**src/rtl/aes_inv_key_sched.sv**
```systemverilog
// AES-128 decryption key scheduler: expands forward to round 10, then streams keys 10..0.
// Define AES_KSCHED_SHARED_SBOX_EN to time-share one S-box over SubWord (4 cycles per step).
module aes_inv_key_sched #(
  parameter int NR = 10
) (
  input  logic         clk,
  input  logic         rst,
  input  logic [127:0] key_in,
  input  logic         start,
  output logic [127:0] rk_out,
  output logic [3:0]   rk_idx,
  output logic         rk_valid,
  input  logic         rk_ready,
  output logic         busy,
  output logic         done
);

  if (NR != 10) begin : g_nr_chk
    $error("aes_inv_key_sched: only NR=10 is supported");
  end

  function automatic logic [7:0] gmul(input logic [7:0] a, input logic [7:0] b);
    logic [7:0] p, x;
    p = '0;
    x = a;
    for (int i = 0; i < 8; i++) begin
      if (b[i]) p = p ^ x;
      x = {x[6:0], 1'b0} ^ ({8{x[7]}} & 8'h1b);
    end
    return p;
  endfunction

  // a^-1 = (a^17)^14 * a^16; a^17 is the norm into the GF(16) subfield.
  function automatic logic [7:0] sbox(input logic [7:0] a);
    logic [7:0] a2, a4, a8, a16, n, n2, n4, n8, ni, v;
    a2  = gmul(a, a);
    a4  = gmul(a2, a2);
    a8  = gmul(a4, a4);
    a16 = gmul(a8, a8);
    n   = gmul(a16, a);
    n2  = gmul(n, n);
    n4  = gmul(n2, n2);
    n8  = gmul(n4, n4);
    ni  = gmul(gmul(n8, n4), n2);
    v   = gmul(ni, a16);
    return v ^ {v[6:0], v[7]} ^ {v[5:0], v[7:6]}
             ^ {v[4:0], v[7:5]} ^ {v[3:0], v[7:4]} ^ 8'h63;
  endfunction

  function automatic logic [7:0] rcon(input logic [3:0] r);
    logic [7:0] c;
    unique case (r)
      4'd1:    c = 8'h01;
      4'd2:    c = 8'h02;
      4'd3:    c = 8'h04;
      4'd4:    c = 8'h08;
      4'd5:    c = 8'h10;
      4'd6:    c = 8'h20;
      4'd7:    c = 8'h40;
      4'd8:    c = 8'h80;
      4'd9:    c = 8'h1b;
      4'd10:   c = 8'h36;
      default: c = 8'h00;
    endcase
    return c;
  endfunction

  typedef enum logic [1:0] {IDLE, FWD, REV} state_e;

  state_e       st_q, st_d;
  logic [127:0] key_q, key_d;
  logic [3:0]   idx_q, idx_d;
  logic         done_q, done_d;

  logic [31:0]  w0, w1, w2, w3;
  logic [31:0]  sw_src, rw, sw, rc;
  logic [31:0]  f0, f1, f2;
  logic [127:0] fwd_key, rev_key;
  logic         xfer, step_last, rev_upd;

  assign {w0, w1, w2, w3} = key_q;
  assign sw_src = (st_q == REV) ? (w3 ^ w2) : w3;
  assign rw     = {sw_src[23:0], sw_src[31:24]};
  assign rc     = {rcon(idx_q), 24'h000000};
  assign xfer   = rk_valid & rk_ready;

  // New w0 is the same expression both ways; only the SubWord source differs.
  assign f0      = w0 ^ sw ^ rc;
  assign f1      = w1 ^ f0;
  assign f2      = w2 ^ f1;
  assign fwd_key = {f0, f1, f2, w3 ^ f2};
  assign rev_key = {f0, w1 ^ w0, w2 ^ w1, w3 ^ w2};

`ifdef AES_KSCHED_SHARED_SBOX_EN
  logic [1:0]  ph_q, ph_d;
  logic        calc_q, calc_d;
  logic [23:0] sw_q, sw_d;
  logic [7:0]  sb_in, sb;

  always_comb begin
    unique case (ph_q)
      2'd0:    sb_in = rw[31:24];
      2'd1:    sb_in = rw[23:16];
      2'd2:    sb_in = rw[15:8];
      default: sb_in = rw[7:0];
    endcase
  end

  assign sb        = sbox(sb_in);
  assign sw        = {sw_q, sb};
  assign step_last = (ph_q == 2'd3);
  assign rev_upd   = calc_q & step_last;
  assign rk_valid  = (st_q == REV) & ~calc_q;

  always_comb begin
    ph_d   = ph_q;
    calc_d = calc_q;
    sw_d   = sw_q;
    if ((st_q == FWD) || calc_q || (xfer && idx_q != 4'd0)) begin
      ph_d   = ph_q + 2'd1;
      sw_d   = {sw_q[15:0], sb};
      calc_d = (st_q == REV) && !step_last;
    end
  end

  always_ff @(posedge clk or posedge rst) begin
    if (rst) begin
      ph_q   <= '0;
      calc_q <= 1'b0;
      sw_q   <= '0;
    end else begin
      ph_q   <= ph_d;
      calc_q <= calc_d;
      sw_q   <= sw_d;
    end
  end
`else
  assign sw        = {sbox(rw[31:24]), sbox(rw[23:16]),
                      sbox(rw[15:8]), sbox(rw[7:0])};
  assign step_last = 1'b1;
  assign rev_upd   = xfer & (idx_q != 4'd0);
  assign rk_valid  = (st_q == REV);
`endif

  always_comb begin
    st_d   = st_q;
    key_d  = key_q;
    idx_d  = idx_q;
    done_d = 1'b0;
    unique case (st_q)
      IDLE: begin
        if (start) begin
          st_d  = FWD;
          key_d = key_in;
          idx_d = 4'd1;
        end
      end
      FWD: begin
        if (step_last) begin
          key_d = fwd_key;
          if (idx_q == 4'd10) st_d = REV;
          else                idx_d = idx_q + 4'd1;
        end
      end
      REV: begin
        if (xfer && idx_q == 4'd0) begin
          st_d   = IDLE;
          done_d = 1'b1;
        end else if (rev_upd) begin
          key_d = rev_key;
          idx_d = idx_q - 4'd1;
        end
      end
      default: st_d = IDLE;
    endcase
  end

  always_ff @(posedge clk or posedge rst) begin
    if (rst) begin
      st_q   <= IDLE;
      key_q  <= '0;
      idx_q  <= '0;
      done_q <= 1'b0;
    end else begin
      st_q   <= st_d;
      key_q  <= key_d;
      idx_q  <= idx_d;
      done_q <= done_d;
    end
  end

  assign rk_out = key_q;
  assign rk_idx = idx_q;
  assign busy   = (st_q != IDLE);
  assign done   = done_q;

endmodule
```
**config.mk**
```make
export PLATFORM = sky130hd
export DESIGN_NAME = aes_inv_key_sched
export DESIGN_NICKNAME = d
export VERILOG_FILES = /design/src/rtl/aes_inv_key_sched.sv
export SDC_FILE = /design/constraint.sdc
export NUM_CORES = 2
export LEC_CHECK = 0
export CAP_MARGIN = 20
export CORE_MARGIN = 5
export CORE_UTILIZATION = 65
export DETAILED_ROUTE_END_ITERATION = 16
export PLACE_DENSITY = 0.85
export SYNTH_ARGS = -nofsm -noshare
export SYNTH_HDL_FRONTEND = slang
export SYNTH_SLANG_ARGS = --single-unit
export TNS_END_PERCENT = 50
```
**constraint.sdc**
```tcl
create_clock -name clk -period 26.3 [get_ports clk]
set_input_delay 3.945 -clock clk [delete_from_list [all_inputs] [get_ports clk]]
set_output_delay 3.945 -clock clk [all_outputs]
set_load 0.03 [all_outputs]
```
==> impl_results.md <==
* Status: completed
* Mapped Area at between 50,000 and 60,000 um^2
* Initial antenna violation count at 2
* Initial core utilization at 0.654
* Hpwl dp at between 100,000 and 150,000 um
* CTS tree: done
* I/O pins at approximately 270
* Met3 Resource Use GR at 0.0702
* GPL Wtd Cong at approximately 0.96
* Vias in the first global route at between 50,000 and 60,000
* DR WL/cell at approximately 22 um
* R2r startpoint: st_q[0]
* Number of flops mapped to enable cells by yosys at 0
* RSZ-0062 raised after global routing: no
* Synth top area share at 0.185
* Port buffer count at ~270
* Area of the multi-input gates at 53,600 um^2
* Met2 GRT Util at 0.579
* Largest net degree at the start of global routing at between 100 and 150
* Worst Tran Pin Value at approximately 1200 ps
* Fillcell total at ~7,300
* Hold path depth at 2
* Top area cells in the synthesized netlist: xnor2_1, xnor3_1, xor2_1
* Worst min-delay path endpoint: rk_out[38]
* Slowest-stage cell, CP: xor2_2
* CP peak stage delay at 830 ps
* Hold Fails Final Rpt at 0
* Most frequent cell after synthesis: xnor2_1
* Overflow after GRT at 0
* Final setup viols at 0
* GR Util All Layers at 0.366
* Die width at about 310 um
* Element type at the critical path end: flip-flop
* Max Cap Viol at 0
* Setup CP Type: flip-flop to flip-flop
* Netlist cell types at between 100 and 150
* Setup Skew at 13.3 ps
* Clk slew on worst S/H paths at roughly 70 ps
* YS warnings at 0
* Yosys reg bits at between 100 and 150
* Vias at 59,000
* Final antenna-violating net count at 0
* Final Cycle Share at 0.946
* Global-route wire length before repair at 301,000 um
* TNS Setup at 0 ps
* R2R Path End: rk_out[28]
* Die area at between 90,000 and 100,000 um^2
* Residual DRC at 0
* Area leader, netlist: xnor2_1
* Drt initial violations at between 7,000 and 8,000
* Register area share after synthesis at 0.0565
* Hold Path Class: flip-flop to flip-flop
* NumNets Final at approximately 7,800
* WL final at between 150,000 and 200,000 um
* Critical Path Fanout Max at 46
* GR peak layer: met2
* Period minus WS final at 24,880 ps
* Number of vias per cell at around 6.7
* Reg2reg setup slack at roughly 1400 ps
* Cell mode on critical path: xnor2_1
* H-tree Lvls at 4
* Max Slew Vio Count at 0
* CTS sink count at roughly 140
* CTS buffer count at 17
* Synth-to-Final Area Change at 6.97%
* Worst Reg-to-Reg Cells at between 70 and 80
* FFs w/ async S/R, synth at 1.00
* Slew margin rel. at 0.205
* Core area at roughly 90,000 um^2
* Fmax at around 40 MHz
* Root Buffer: clkbuf_16
* WP data arrival at ~25,000 ps
* CTS max path bufs at 2
* Hold Startpoint: rk_out[38]
* Post-Synthesis Cells at approximately 7,700
* Pre-Repair DR Iteration Count at 10
* Register area at 3380 um^2
* Share of cells above drive strength 1 at 0.0758
* Worst EP required at around 27,000 ps
* GR Util met1 at 0.510
* Clock Latency Late Sink at 450 ps
* FP Rows at between 100 and 150
* Startpoint class of the critical path: flip-flop
* Most frequent cells after synthesis: xnor2_1, nor2_1, nand2_1, xor2_1, o21ai_0
* Hold Slack at between 500 and 600 ps
* Syn avg cell area at slightly below 8 um^2
* Ys flop type: dfrtp_1
* Die height at 313 um
* Synth Net Count at between 7,000 and 8,000
==> per-layer routing <==
layer	part of all wire	vias up
met4	0.033	2
met5	0.000068	-
li1	-	26800
met2	0.45	3572
met1	0.40	28000
met3	0.12	512
==> what timing repair did <==
action,4_1_cts,5_1_grt
hold buffers,0,0
setup buffers,0,7
resized for setup,0,8
setup endpoints to repair,0,58
==> worst max-delay path: cells and delay by family, from the launching register on <==
| kind | cells | cell delay [ps] |
|---|---|---|
| xor+xnor | 29 | 11890 |
| fa+ha+maj | 8 | 3830 |
| buf+inv | 13 | 3470 |
| simple gates | 12 | 2520 |
| compound gates | 12 | 2230 |
| flops | 1 | 430 |
| mux | 2 | 350 |
==> sequential cells by signal, summed over array words and instances, names as in the netlist <==
name and flops:
rk_out 128, rk_idx 4, st_q 2, done 1
==> cells in the final DEF, fill, tap and decap left out, types with 44 or more instances in the layout <==
| master | n |
|---|---|
| xor3_1 | 52 |
| nand2_1 | 600 |
| nor3_1 | 253 |
| o21ai_0 | 378 |
| xnor3_1 | 360 |
| clkdlybuf4s50_1 | 266 |
| dfrtp_1 | 135 |
| nand3_1 | 160 |
| a31oi_1 | 57 |
| a21oi_1 | 343 |
| inv_1 | 121 |
| and2_1 | 47 |
| a22oi_1 | 64 |
| o211ai_1 | 64 |
| xor2_1 | 489 |
| and3_1 | 44 |
| a211oi_1 | 89 |
| mux2_2 | 44 |
| xnor2_2 | 82 |
| nor2_1 | 967 |
| nand2b_1 | 106 |
| mux2i_1 | 192 |
| nor2b_1 | 62 |
| buf_4 | 217 |
| o21ai_1 | 61 |
| a221oi_1 | 53 |
| o22ai_1 | 101 |
| xnor2_1 | 1243 |
==> how the worst max path moves through the flow <==
stage | startpoint | to | slack (ps)
final | st_q[0] | rk_out[28] | 1420
after global routing | st_q[0] | rk_out[80] | 160
after CTS | st_q[0] | rk_out[48] | 990
after detailed placement | st_q[0] | rk_out[20] | 1030
after global placement | st_q[0] | rk_out[20] | 1660
after floorplan | st_q[0] | rk_out[72] | 4190
==> area by class of cell <==
| class | count | share of cell area |
|---|---|---|
| inverter | 153 | 0.00905 |
| multi-input combinational | 6819 | 0.837 |
| tap | 1186 | 0.0232 |
| sequential | 135 | 0.0528 |
| timing repair buffer | 488 | 0.0686 |
| clock inverter | 15 | 0.00248 |
| antenna | 1 | 0.0000391 |
| clock buffer | 17 | 0.00665 |
==> cell families after synthesis <==
group           share of synthesized area
compound gates                      0.192
xor+xnor                            0.452
fa+ha+maj                         0.00849
buf+inv                            0.0532
flops                              0.0565
mux                                0.0418
simple gates                        0.196
==> stage by stage <==
stage	utilization	std cells	worst slack, ps	instance area, um^2
after floorplan	-	7662	4190	59800
after global placement	0.690	8763	1660	63200
after detailed placement	0.690	8763	1030	63200
after CTS	0.696	8795	992	63700
after global routing	0.699	8813	156	64000
final	0.699	8814	1420	64000
Power is left out: the tool's default activity adds up to more than one toggle a clock period on the data nets, which glitch-free logic cannot reach.
